`src/rtl/sub_unit_32bit_if.sv`:
```
// Handshake and data bundle for the 32-bit multi-cycle subtractor.
// Ports: in_valid/in_ready + a/b (operand side), out_valid/out_ready +
// diff/borrow/zero/ovf (result side). slave = subtractor, master = its user.
interface sub_unit_32bit_if;
  logic        in_valid;
  logic        in_ready;
  logic [31:0] a;
  logic [31:0] b;
  logic        out_valid;
  logic        out_ready;
  logic [31:0] diff;
  logic        borrow;
  logic        zero;
  logic        ovf;

  modport slave (
    input  in_valid, a, b, out_ready,
    output in_ready, out_valid, diff, borrow, zero, ovf
  );

  modport master (
    output in_valid, a, b, out_ready,
    input  in_ready, out_valid, diff, borrow, zero, ovf
  );
endinterface

```
`src/rtl/sub_unit_32bit.sv`:
```
// Purpose: 32-bit a - b on one shared 16-bit lane, low half then high half.
// Latency: operands seen in IDLE are captured on that edge; out_valid rises after the third edge.
// Backpressure: single-entry; in_ready only in IDLE, result held in DONE until out_ready.
//
// Ports: clk, rst (sync, active-high); bus (sub_unit_32bit_if.slave):
//   in_valid/in_ready/a/b in, out_valid/out_ready/diff/borrow/zero/ovf out.
// Build option: define SUB_SAT_EN for unsigned saturating subtract
//   (diff forced to 0 whenever the result borrows).
module sub_unit_32bit #(
  parameter int LANE_W = 16
) (
  input  logic             clk,
  input  logic             rst,
  sub_unit_32bit_if.slave  bus
);

  localparam int DW = 2 * LANE_W;

  typedef enum logic [1:0] {IDLE, LO, HI, DONE} state_t;

  state_t state, state_nxt;

  logic [DW-1:0]     a_r, b_r;
  logic [DW-1:0]     diff_r;
  logic              c_lo;
  logic              borrow_r, zero_r, ovf_r;

  logic [LANE_W-1:0] lane_x, lane_y;
  logic              lane_cin;
  logic [LANE_W:0]   lane_res;
  logic              in_ready_c, out_valid_c;

  logic [DW-1:0]     full_diff;
  logic              hi_borrow, hi_ovf;
  logic [DW-1:0]     res_diff;
  logic              res_ovf;

  // Ripple-lookahead lane: carry[i+1] = g | (p & carry[i]); sum = p ^ carry.
  // Returns {carry_out, sum}.
  function automatic logic [LANE_W:0] lane_add(input logic [LANE_W-1:0] x,
                                                input logic [LANE_W-1:0] y,
                                                input logic              cin);
    logic [LANE_W-1:0] p, g;
    logic [LANE_W:0]   c;
    p    = x ^ y;
    g    = x & y;
    c    = '0;
    c[0] = cin;
    for (int i = 0; i < LANE_W; i++) begin
      c[i+1] = g[i] | (p[i] & c[i]);
    end
    return {c[LANE_W], p ^ c[LANE_W-1:0]};
  endfunction

  always_ff @(posedge clk) begin
    if (rst) state <= IDLE;
    else     state <= state_nxt;
  end

  // Next state, handshake outputs and lane operand select.
  always_comb begin
    state_nxt   = state;
    in_ready_c  = 1'b0;
    out_valid_c = 1'b0;
    lane_x      = '0;
    lane_y      = '0;
    lane_cin    = 1'b0;
    case (state)
      IDLE: begin
        in_ready_c = 1'b1;
        if (bus.in_valid) state_nxt = LO;
      end
      LO: begin
        // a - b == a + ~b + 1; the +1 enters as the low-half carry-in.
        lane_x    = a_r[LANE_W-1:0];
        lane_y    = ~b_r[LANE_W-1:0];
        lane_cin  = 1'b1;
        state_nxt = HI;
      end
      HI: begin
        lane_x    = a_r[DW-1:LANE_W];
        lane_y    = ~b_r[DW-1:LANE_W];
        lane_cin  = c_lo;
        state_nxt = DONE;
      end
      DONE: begin
        out_valid_c = 1'b1;
        // Accepting a new op here is deliberately deferred to IDLE.
        if (bus.out_ready) state_nxt = IDLE;
      end
      default: state_nxt = IDLE;
    endcase
  end

  assign lane_res = lane_add(lane_x, lane_y, lane_cin);

  // High-pass result assembly; only meaningful while in HI.
  assign full_diff = {lane_res[LANE_W-1:0], diff_r[LANE_W-1:0]};
  // In subtraction the lane carry-out is "no borrow".
  assign hi_borrow = ~lane_res[LANE_W];
  assign hi_ovf    = (a_r[DW-1] != b_r[DW-1]) && (full_diff[DW-1] != a_r[DW-1]);

`ifdef SUB_SAT_EN
  assign res_diff = hi_borrow ? '0 : full_diff;
  assign res_ovf  = hi_borrow ? 1'b0 : hi_ovf;
`else
  assign res_diff = full_diff;
  assign res_ovf  = hi_ovf;
`endif

  always_ff @(posedge clk) begin
    if (rst) begin
      a_r      <= '0;
      b_r      <= '0;
      diff_r   <= '0;
      c_lo     <= 1'b0;
      borrow_r <= 1'b0;
      zero_r   <= 1'b0;
      ovf_r    <= 1'b0;
    end else begin
      case (state)
        IDLE: begin
          if (bus.in_valid) begin
            a_r <= bus.a;
            b_r <= bus.b;
          end
        end
        LO: begin
          diff_r[LANE_W-1:0] <= lane_res[LANE_W-1:0];
          c_lo               <= lane_res[LANE_W];
        end
        HI: begin
          diff_r   <= res_diff;
          borrow_r <= hi_borrow;
          zero_r   <= (res_diff == '0);
          ovf_r    <= res_ovf;
        end
        default: ;
      endcase
    end
  end

  assign bus.in_ready  = in_ready_c;
  assign bus.out_valid = out_valid_c;
  assign bus.diff      = diff_r;
  assign bus.borrow    = borrow_r;
  assign bus.zero      = zero_r;
  assign bus.ovf       = ovf_r;

endmodule

```
`src/flat_wrapper.sv`:
```
// flat-port wrapper written by rule: the top's interface ports become plain ports
module sub_unit_32bit_flat 
#(
  parameter int LANE_W = 16
)
  (clk, rst, bus_in_valid, bus_a, bus_b, bus_out_ready, bus_in_ready, bus_out_valid, bus_diff, bus_borrow, bus_zero, bus_ovf);
  sub_unit_32bit_if bus_i ();
  input  logic clk;
  input  logic rst;
  input wire logic [$bits(bus_i.in_valid)-1:0] bus_in_valid;
  input wire logic [$bits(bus_i.a)-1:0] bus_a;
  input wire logic [$bits(bus_i.b)-1:0] bus_b;
  input wire logic [$bits(bus_i.out_ready)-1:0] bus_out_ready;
  output wire logic [$bits(bus_i.in_ready)-1:0] bus_in_ready;
  output wire logic [$bits(bus_i.out_valid)-1:0] bus_out_valid;
  output wire logic [$bits(bus_i.diff)-1:0] bus_diff;
  output wire logic [$bits(bus_i.borrow)-1:0] bus_borrow;
  output wire logic [$bits(bus_i.zero)-1:0] bus_zero;
  output wire logic [$bits(bus_i.ovf)-1:0] bus_ovf;
  assign bus_i.in_valid = bus_in_valid;
  assign bus_i.a = bus_a;
  assign bus_i.b = bus_b;
  assign bus_i.out_ready = bus_out_ready;
  assign bus_in_ready = bus_i.in_ready;
  assign bus_out_valid = bus_i.out_valid;
  assign bus_diff = bus_i.diff;
  assign bus_borrow = bus_i.borrow;
  assign bus_zero = bus_i.zero;
  assign bus_ovf = bus_i.ovf;
  sub_unit_32bit #(.LANE_W(LANE_W)) u_core (.clk(clk), .rst(rst), .bus(bus_i));
endmodule
```
`config.mk`:
```
export PLATFORM = sky130hd
export DESIGN_NAME = sub_unit_32bit_flat
export DESIGN_NICKNAME = d
export VERILOG_FILES = /design/src/rtl/sub_unit_32bit_if.sv /design/src/rtl/sub_unit_32bit.sv /design/src/flat_wrapper.sv
export SDC_FILE = /design/constraint.sdc
export NUM_CORES = 1
export LEC_CHECK = 0
export ABC_AREA = 1
export BUFFER_PORTS_ARGS = -buffer_cell sky130_fd_sc_hd__buf_2
export CAP_MARGIN = 20
export CORE_MARGIN = 4
export CORE_UTILIZATION = 49
export DETAILED_ROUTE_END_ITERATION = 12
export HOLD_SLACK_MARGIN = 0.08
export PLACE_DENSITY_LB_ADDON = 0.05
export SKIP_LAST_GASP = 1
export SLEW_MARGIN = 30
export SYNTH_ARGS = -nofsm -noshare
export SYNTH_HDL_FRONTEND = slang
export SYNTH_SLANG_ARGS = --single-unit
```
`constraint.sdc`:
```
create_clock -name clk -period 8.1 [get_ports clk]
set_input_delay 0 -clock clk [delete_from_list [all_inputs] [get_ports clk]]
set_output_delay 0 -clock clk [all_outputs]
set_load 0.02 [all_outputs]
```
Word level (Yosys, flattened, before mapping). Cells that the tools add are included.

Eq/ne operators: 7. Muxes and demuxes: 8. Bitwise logic cells: 38. Reduce and logical (&&, ||, !) cells: 5.

Operators by type and width (count): 16-bit case mux with 2 select lines (2); 32-bit zero test (1); 16-bit NOT (2); 16-bit XOR (2); 1-bit bitwise AND (16); 16-bit bitwise AND (1); 1-bit OR (16); 2-bit case mux with 4 select lines (1); 2-bit equality test, second input constant (2); 2-bit two-way mux (2); 2-bit != test, second input constant (2); 2-bit AND reduction (2); 2-bit by 1-bit equality test with 1-bit output, second input constant (1); 2-bit zero test (1); 1-bit two-way mux (2); 1-bit != test (2); 1-bit case mux with 2 select lines (1); 1-bit logical AND (1); 1-bit NOT (1).

Register bits after elaboration: 102. Input port bits: 68. Output and inout bits: 37. Word-level logic and storage cells: 67.

Logic depth before layout (Yosys ltp). Gate-level depths: netlist of the first run.

Word-level depth: 36. Gate-level depth with buffers: 31. Depth with buffers taken out: 29.

Least setup slack after synthesis of the first run. Ideal clock, no wire load.

Path type: register -> register. From: reg u_core.state[0]. To: reg u_core.zero_r (netlist: u_core.bus.zero). Setup time: 0.070 ns. Arrival time: 7.837 ns. Data required time: 8.030 ns. Setup slack: 0.193 ns. Cell stages (with the launch flop): 31. Path buffers: 3. Period minus slack after synthesis: 7.907 ns. Cells stage by stage: dfxtp_1 inv_1 ha_1 buf_4 inv_2 buf_6 buf_6 a211oi_2 fa_1 inv_1 fa_1 fa_1 fa_1 fa_1 fa_1 fa_1 fa_1 fa_1 fa_1 fa_1 fa_1 fa_1 fa_1 fa_1 inv_1 fa_1 nor2_1 nand2_1 nor2_1 nand3_1 a21oi_1.

Cells in the longest elaborated chain, start to end: 35. Elaborated cells between the ends (all ways): 39. Those cells by class: 2 x eq/ne; 3 x mux; 33 x bitwise; 1 x reduce/logical.

RTL lines: start, declared (line sub_unit_32bit.sv:21) `state_t state, state_nxt;`; start signal, assigned (line sub_unit_32bit.sv:57) `else state <= state_nxt;`; 2-bit equality test or 2-bit by 1-bit equality test with 1-bit output (tied branches) (line sub_unit_32bit.sv:68) `case (state)`; 16-bit case mux with 2 select lines (line sub_unit_32bit.sv:68); 16-bit XOR (line sub_unit_32bit.sv:45) `p = x ^ y;`; 1-bit bitwise AND (line sub_unit_32bit.sv:50) `c[i+1] = g[i] | (p[i] & c[i]);`; 1-bit OR (line sub_unit_32bit.sv:50); 1-bit bitwise AND (line sub_unit_32bit.sv:50); 1-bit OR (line sub_unit_32bit.sv:50); 1-bit bitwise AND (line sub_unit_32bit.sv:50); [20 not listed]; 1-bit OR (line sub_unit_32bit.sv:50); 1-bit bitwise AND (line sub_unit_32bit.sv:50); 1-bit OR (line sub_unit_32bit.sv:50); 1-bit bitwise AND (line sub_unit_32bit.sv:50); 1-bit OR (line sub_unit_32bit.sv:50); 16-bit XOR (*) (line sub_unit_32bit.sv:52) `return {c[LANE_W], p ^ c[LANE_W-1:0]};`; net u_core.full_diff[31] (line sub_unit_32bit.sv:33) `logic [DW-1:0] full_diff;`; 32-bit zero test (*) (line sub_unit_32bit.sv:135) `zero_r <= (res_diff == '0);`; end signal, assigned (line sub_unit_32bit.sv:135); end, declared (line sub_unit_32bit.sv:26) `logic borrow_r, zero_r, ovf_r;`.

Mark *: on every way through the listed nets, which the timed path passes. The rest lies on a longest branch. A chain may end at the register's enable or synchronous reset.

Worst setup path after layout of the first run. Same ends and word-level chain as after synthesis.

==> impl_summary.log, run 1 <==
[metrics] result of the run: complete, no violations
[metrics] GR Overflow Total: 0
[metrics] number of rows created at floorplan: 35
[metrics] Yosys Warn Count: 0
[metrics] highest fanout seen on the critical path: 4
[metrics] wire length of the first global-routing pass: 19700 um
[metrics] VDD IR max: 0.299 mV
[metrics] drt pass-1 iters: 4
[metrics] TritonCTS clock tree: yes
[metrics] number of antenna-violating nets in the routed design: 0
[metrics] Clock Latency Late Sink: 0.37 ns
[metrics] Antenna Diode Count: 0
[metrics] placeable core area: 9200 sq um
[metrics] Final period util: 95.5%
[metrics] R2R Setup Slk: 0.36 ns
[metrics] leakage component of the power: 2.41 nW
[metrics] combinational fraction of design power: 49.6%
[metrics] share of total power in sequential cells: 34.8%
[metrics] combined area of all synthesized cells: 4620 sq um
[metrics] worst slew pin tran: 0.844 ns
[metrics] switching pwr: 923 uW
[metrics] CTS H-Tree Depth: 3
[metrics] number of clock buffers inserted by TritonCTS: 9
[metrics] number of antenna violations at the first check in global routing: 0
[metrics] number of clock sinks: 102
[metrics] global placer's final weighted congestion: 0.863
[metrics] syn_nets: 661
[metrics] Worst EP required: 8.40 ns
[metrics] remaining max-slew budget at the tightest pin: 43.6%
[metrics] crit path capture: u_core.bus.zero
[metrics] met1 track utilization from global routing: 31.1%
[metrics] most frequent standard cell in the layout excluding fill and tap cells: sky130_fd_sc_hd__nand2_1
[metrics] achievable frequency: 129 MHz
[metrics] final setup skew: 0.0126 ns
[metrics] largest net degree at the start of global routing: 103
[metrics] Detailed Route Iter0 Violations: 191
[metrics] type of destination of the critical path: flip-flop
[metrics] HPWL after detailed placement: 7810 um
[metrics] routed vias: 4160
[metrics] Area contributors post-synth: sky130_fd_sc_hd__dfxtp_1, sky130_fd_sc_hd__nand2_1, sky130_fd_sc_hd__a21oi_1
[metrics] Area growth syn-to-layout: 28.1%
[metrics] number of hold violations in the final report: 0
[metrics] Nets: 795
[metrics] Placed Instance Area: 5010 sq um
[metrics] # Post-CTS Setup Buffers: 0
[metrics] CP Class: reg2reg
[metrics] cell accounting for the most synthesized area: sky130_fd_sc_hd__dfxtp_1
[metrics] height of the die: 105 um
[metrics] clock transition at the registers of the reported paths: 0.09 ns
[metrics] Cells after Synth: 572
[metrics] highest-count cells in the layout ignoring fill and taps: sky130_fd_sc_hd__nand2_1, sky130_fd_sc_hd__buf_2, sky130_fd_sc_hd__dfxtp_1, sky130_fd_sc_hd__a21oi_1, sky130_fd_sc_hd__dlygate4sd3_1
[metrics] power density relative to cell area: 350 nW/um^2
[metrics] launch point of the worst reg-to-reg path: u_core.state[0]
[metrics] worst reg-to-reg path cell count: 29
[metrics] sum of internal, switching and leakage power: 2.07 mW
[metrics] number of top-level pins: 105
[metrics] net switching share of the total power: 44.6%
[metrics] share of post-route cells with drive strength above 1: 21.3%
[metrics] Die Outline Area: 11000 sq um
[metrics] RSZ-0062 raised after global routing: false
[metrics] critical path startpoint: u_core.state[0]
[metrics] Worst Path Arrival: 8.04 ns
[metrics] sequential-to-total area share from yosys stat: 44.2%
[metrics] shortest period the worst path allows: 7.74 ns
[metrics] placed instance count: 740
[metrics] #FFs+latches synth: 102
[metrics] worst min path class: in2reg
[metrics] relative contribution of the clock network to total power: 15.6%
[metrics] slowest cell on the critical path: sky130_fd_sc_hd__fa_1
[metrics] most utilized layer in the global route result: met2
[metrics] DR DRC count: 0
[metrics] gr usage total: 22.0%
[metrics] routed wire length per instance: 14.4 um
[metrics] Filler Cells Inserted: 860
[metrics] via count of the first global-routing pass: 3889
[metrics] Final Instance Area: 5910 sq um
[metrics] Final Max Tran Viols: 0
[metrics] max cap viols: 0
[metrics] Final Routed Wirelength: 11900 um
[metrics] CTS Buffer Depth: 2
[metrics] crit path launch type: flip-flop
[metrics] final setup violating endpoints: 0
[metrics] share of Yosys cell area claimed by the top area cell type: 44.2%
[metrics] clock tree root driver cell: sky130_fd_sc_hd__clkbuf_8
[metrics] Initial Utilization: 50.2%
[metrics] chip width: 105 um
[metrics] worst-case hold slack: 0.161 ns
[metrics] via density per instance: 5.07
[metrics] r2r endpoint: u_core.bus.zero
[metrics] met3 routing resource usage after global routing: 3.58%
[metrics] Critical Path Max Stage Delay: 0.47 ns
[metrics] post-synth cell types: 26
[metrics] fraction of met2 tracks used by global routing: 34.5%
[metrics] port bufs: 104
[metrics] Avg Cell Area, Syn: 8.07 sq um
[metrics] internal power consumption: 1.15 mW
[metrics] Finished Layout Cells: 821
repair_timing:
action	in CTS	in global routing
resized for setup	5	11
hold buffers	66	0
endpoints found under the setup margin	2	4
hold endpoints to repair	66	0
pin swaps	1	2
stage by stage:
stage | setup WS [ns] | setup TNS (ns) | utilization (%)
after floorplan | 0.193 | 0 | -
after global placement | 0.0840 | 0 | 54.4
after detailed placement | -0.0461 | -0.0461 | 54.4
after CTS | 0.00867 | 0 | 63.9
after global routing | 0.0397 | 0 | 64.3
final | 0.364 | 0 | 64.3
layer usage:
metal,wire [um],vias to the layer above
met4,138,0
met1,5670,1926
met2,5540,88
met5,0,-
li1,-,2133
met3,504,13
flip-flops by register name, summed over array words and instances, names as in the netlist:
register           cells
u_core.c_lo            1
u_core.state           2
u_core.bus.diff       32
u_core.bus.zero        1
u_core.bus.ovf         1
u_core.a_r            32
u_core.bus.borrow      1
u_core.b_r            32
worst min-delay path by stage:
stage	start	end	slack, ns	cells past startpoint
floorplan	bus_b[10]	u_core.b_r[10]	0.14	2
global placement	bus_a[1]	u_core.a_r[1]	0.25	3
detailed placement	bus_a[14]	u_core.a_r[14]	0.25	3
CTS	bus_in_valid	u_core.state[1]	0.12	3
global route	bus_in_valid	u_core.state[0]	0.26	4
finish	bus_in_valid	u_core.state[1]	0.16	3
cells in the mapped netlist:
| library cell | instances |
|---|---|
| sky130_fd_sc_hd__buf_6 | 3 |
| sky130_fd_sc_hd__a22o_1 | 14 |
| sky130_fd_sc_hd__o21a_1 | 1 |
| sky130_fd_sc_hd__nor2_2 | 1 |
| sky130_fd_sc_hd__a211oi_2 | 2 |
| sky130_fd_sc_hd__nor3_1 | 2 |
| sky130_fd_sc_hd__nand3_1 | 3 |
| sky130_fd_sc_hd__nand4_1 | 1 |
| sky130_fd_sc_hd__ha_1 | 5 |
| sky130_fd_sc_hd__o21bai_1 | 1 |
| sky130_fd_sc_hd__nor2_1 | 50 |
| sky130_fd_sc_hd__buf_4 | 24 |
| sky130_fd_sc_hd__buf_2 | 20 |
| sky130_fd_sc_hd__a211oi_1 | 32 |
| sky130_fd_sc_hd__o22ai_1 | 16 |
| sky130_fd_sc_hd__inv_2 | 3 |
| sky130_fd_sc_hd__nand3b_1 | 1 |
| sky130_fd_sc_hd__nor2_4 | 1 |
| sky130_fd_sc_hd__clkbuf_1 | 9 |
| sky130_fd_sc_hd__buf_1 | 1 |
| sky130_fd_sc_hd__nand2_1 | 177 |
| sky130_fd_sc_hd__a31o_1 | 1 |
| sky130_fd_sc_hd__dfxtp_1 | 102 |
| sky130_fd_sc_hd__a21oi_1 | 68 |
| sky130_fd_sc_hd__inv_1 | 18 |
| sky130_fd_sc_hd__fa_1 | 16 |
power groups by stage:
stage | Sequential [mW] | Combinational (mW) | Clock [mW]
after CTS | 0.717 | 1.02 | 0.333
after detailed placement | 0.726 | 0.989 | 0
after global routing | 0.737 | 1.15 | 0.349
after global placement | 0.723 | 0.971 | 0
final | 0.720 | 1.03 | 0.323
after floorplan | 0.745 | 0.749 | 0
critical path: cells and delay by family (launching register included):
family / cells / cell delay (ns)
compound gates: 2 / 0.26
fa+ha+maj: 17 / 6.19
buf+inv: 5 / 0.39
flops: 1 / 0.37
simple gates: 5 / 0.48
logic make-up after synthesis:
| logic type | synth area share (%) |
|---|---|
| AOI/OAI and AO/OA | 18.5 |
| DFF | 44.2 |
| buffers and inverters | 9.32 |
| adders and majority gates | 8.29 |
| and+or+nand+nor | 19.7 |
layout make-up:
class / count / area, sq um / area share (%)
clock buffer: 9 / 124 / 2.09
clock inverter: 6 / 68.8 / 1.16
inverter: 21 / 80.1 / 1.35
multi-input combinational: 392 / 2190 / 37.1
sequential: 102 / 2050 / 34.6
tap: 111 / 139 / 2.35
timing repair buffer: 180 / 1260 / 21.3
No activity file was read; power rests on OpenSTA's default activity.
==> inputs of run 2 (changes only) <==
Settings changed: CORE_MARGIN 4 to 1, REMOVE_ABC_BUFFERS set to 1.
==> run 2 against run 1 <==
Effect of this change: sequential share of layout area up 0.12 points; via count rose by 0.55%; first-iteration DRC count fell by 23%; global-route usage is 2.4 points higher; sequential power grew 0.7%; critical path type unchanged.
==> impl_summary.log, run 2 (same netlist as run 1, synthesis figures left out) <==
[metrics] result of the run: complete, no violations
[metrics] Detailed Route Iter0 Violations: 148 (-23%)
[metrics] max cap viols: 0 (unchanged)
[metrics] Nets: 796 (+0.13%)
[metrics] routed vias: 4183 (+0.55%)
[metrics] via density per instance: 5.10 (+0.55%)
[metrics] Worst Path Arrival: 8.02 ns (-0.02 ns)
[metrics] number of clock sinks: 102 (unchanged)
[metrics] gr usage total: 24.3% (+2.4 points)
[metrics] pre-CTS setup slack: -0.114 ns (-0.0678 ns)
[metrics] Final Worst Setup Slack: 0.371 ns (+0.00622 ns)
[metrics] HPWL after detailed placement: 7410 um (-5.1%)
[metrics] wire length of the first global-routing pass: 18900 um (-3.8%)
[metrics] number of rows created at floorplan: 35 (unchanged)
[metrics] CTS Buffer Depth: 2 (unchanged)
[metrics] worst min path class: in2reg
[metrics] Antenna Diode Count: 0 (unchanged)
[metrics] Final Routed Wirelength: 11600 um (-1.8%)
[metrics] highest fanout seen on the critical path: 4 (unchanged)
[metrics] CTS H-Tree Depth: 3 (unchanged)
[metrics] highest-count cells in the layout ignoring fill and taps: sky130_fd_sc_hd__nand2_1, sky130_fd_sc_hd__buf_2, sky130_fd_sc_hd__dfxtp_1, sky130_fd_sc_hd__a21oi_1, sky130_fd_sc_hd__dlygate4sd3_1
[metrics] number of antenna-violating nets in the routed design: 0 (unchanged)
[metrics] remaining max-slew budget at the tightest pin: 42.3% (-1.3 points)
[metrics] chip width: 99.1 um (-5.7%)
[metrics] leakage component of the power: 2.40 nW (-0.62%)
[metrics] shortest period the worst path allows: 7.73 ns (-0.00622 ns)
[metrics] most frequent standard cell in the layout excluding fill and tap cells: sky130_fd_sc_hd__nand2_1
[metrics] crit path launch type: flip-flop
[metrics] number of top-level pins: 105 (unchanged)
[metrics] placeable core area: 9200 sq um (unchanged)
[metrics] drt pass-1 iters: 4 (unchanged)
[metrics] # Post-CTS Setup Buffers: 0 (unchanged)
[metrics] Clock Latency Late Sink: 0.36 ns (about the same)
[metrics] number of clock buffers inserted by TritonCTS: 9 (unchanged)
[metrics] number of hold violations in the final report: 0 (unchanged)
[metrics] clock transition at the registers of the reported paths: 0.09 ns (about the same)
[metrics] final setup skew: 0.0121 ns (-0.000490 ns)
[metrics] Final period util: 95.4% (about the same)
[metrics] Final Max Tran Viols: 0 (unchanged)
[metrics] Filler Cells Inserted: 821 (-4.5%)
[metrics] VDD IR max: 0.135 mV (-55%)
[metrics] via count of the first global-routing pass: 4002 (+2.9%)
[metrics] worst reg-to-reg path cell count: 27 (-6.9%)
[metrics] RSZ-0062 raised after global routing: false
[metrics] power density relative to cell area: 345 nW/um^2 (-1.4%)
[metrics] Initial Utilization: 50.2% (unchanged)
[metrics] DR DRC count: 0 (unchanged)
[metrics] share of post-route cells with drive strength above 1: 21.5% (+0.28 points)
[metrics] routed wire length per instance: 14.2 um (-1.8%)
[metrics] largest net degree at the start of global routing: 103 (unchanged)
[metrics] final setup violating endpoints: 0 (unchanged)
[metrics] CP Class: reg2reg
[metrics] TritonCTS clock tree: yes
[metrics] number of cells traversed by the worst hold path: 4 (+1)
[metrics] Area growth syn-to-layout: 27.6%
[metrics] type of destination of the critical path: flip-flop
[metrics] port bufs: 104 (unchanged)
[metrics] clock tree root driver cell: sky130_fd_sc_hd__clkbuf_8
[metrics] number of antenna violations at the first check in global routing: 0 (unchanged)
[metrics] Setup Total Neg Slack: 0 ns (unchanged)
[metrics] height of the die: 99.1 um (-5.7%)
[metrics] achievable frequency: 129 MHz (about the same)
[metrics] worst slew pin tran: 0.864 ns (+0.0196 ns)
[metrics] Worst EP required: 8.39 ns (about the same)
[metrics] Die Outline Area: 9810 sq um (-11%)
[metrics] global placer's final weighted congestion: 0.896 (+3.8%)
[metrics] GR Overflow Total: 0 (unchanged)
-- run 2: path summary, 6_finish.rpt --
check	start	to	slack (ns)
min reg2reg	u_core.a_r[7]	u_core.a_r[7]	0.47
max reg2reg	u_core.state[0]	u_core.bus.zero	0.37
max	u_core.state[0]	u_core.bus.zero	0.37
min	bus_in_valid	u_core.state[0]	0.12
-- run 2: through the flow --
stage	cells	area (sq um)	total power, mW	util (%)	hold slack, ns
finish	821	5890	2.03	64.1	0.116
global route	821	5890	2.20	64.1	0.155
CTS	821	5860	2.03	63.7	0.0937
detailed placement	742	5030	1.71	54.7	0.255
global placement	742	5020	1.70	54.6	0.249
floorplan	515	4260	1.38	-	0.0691
-- run 2: area by class of cell --
cell class | instances | area [sq um] | share of cell area [%]
multi-input combinational | 392 | 2200 | 37.3
inverter | 21 | 80.1 | 1.36
clock inverter | 4 | 33.8 | 0.573
timing repair buffer | 181 | 1270 | 21.5
sequential | 102 | 2050 | 34.7
clock buffer | 10 | 128 | 2.17
tap | 111 | 139 | 2.36
-- run 2: routing by layer --
metal	track usage [%]	up-vias	share of wire (%)	wire, um
met5	0	-	0	0
met4	8.48	0	1.6	192
met3	2.77	16	2.8	325
met2	40.1	90	47	5420
met1	33.2	1927	49	5710
li1	-	2150	-	-
-- run 2: report_power, final --
part | leakage, nW | internal, mW | switching, mW
Sequential | 0.837 | 0.636 | 0.0896
Combinational | 1.48 | 0.373 | 0.648
Clock | 0.0792 | 0.112 | 0.176
Total | 2.40 | 1.12 | 0.914
-- run 2: repair_timing --
item | CTS | global route
setup endpoints to repair | 2 | 4
resized for setup | 5 | 12
hold endpoints to repair | 66 | 0
pin swaps | 0 | 1
hold buffers | 65 | 0
-- run 2: worst max-delay path: stages (launching register included) --
cell and delay [ns]:
sky130_fd_sc_hd__dfxtp_4 0.38, sky130_fd_sc_hd__inv_2 0.06, sky130_fd_sc_hd__ha_1 0.30, sky130_fd_sc_hd__inv_1 0.10, sky130_fd_sc_hd__a211oi_2 0.19, sky130_fd_sc_hd__fa_2 0.22, sky130_fd_sc_hd__inv_1 0.05, sky130_fd_sc_hd__fa_1 0.37
sky130_fd_sc_hd__fa_1 0.39, sky130_fd_sc_hd__fa_1 0.40, sky130_fd_sc_hd__fa_2 0.35, sky130_fd_sc_hd__fa_1 0.38, sky130_fd_sc_hd__fa_1 0.40, sky130_fd_sc_hd__fa_2 0.38, sky130_fd_sc_hd__fa_2 0.36, sky130_fd_sc_hd__fa_2 0.35
sky130_fd_sc_hd__fa_2 0.36, sky130_fd_sc_hd__fa_2 0.42, sky130_fd_sc_hd__fa_2 0.41, sky130_fd_sc_hd__fa_2 0.40, sky130_fd_sc_hd__fa_1 0.42, sky130_fd_sc_hd__inv_1 0.08, sky130_fd_sc_hd__fa_1 0.44, sky130_fd_sc_hd__nor2_1 0.11
sky130_fd_sc_hd__nand2_1 0.06, sky130_fd_sc_hd__nor2_1 0.08, sky130_fd_sc_hd__nand3_1 0.08, sky130_fd_sc_hd__a21oi_1 0.12
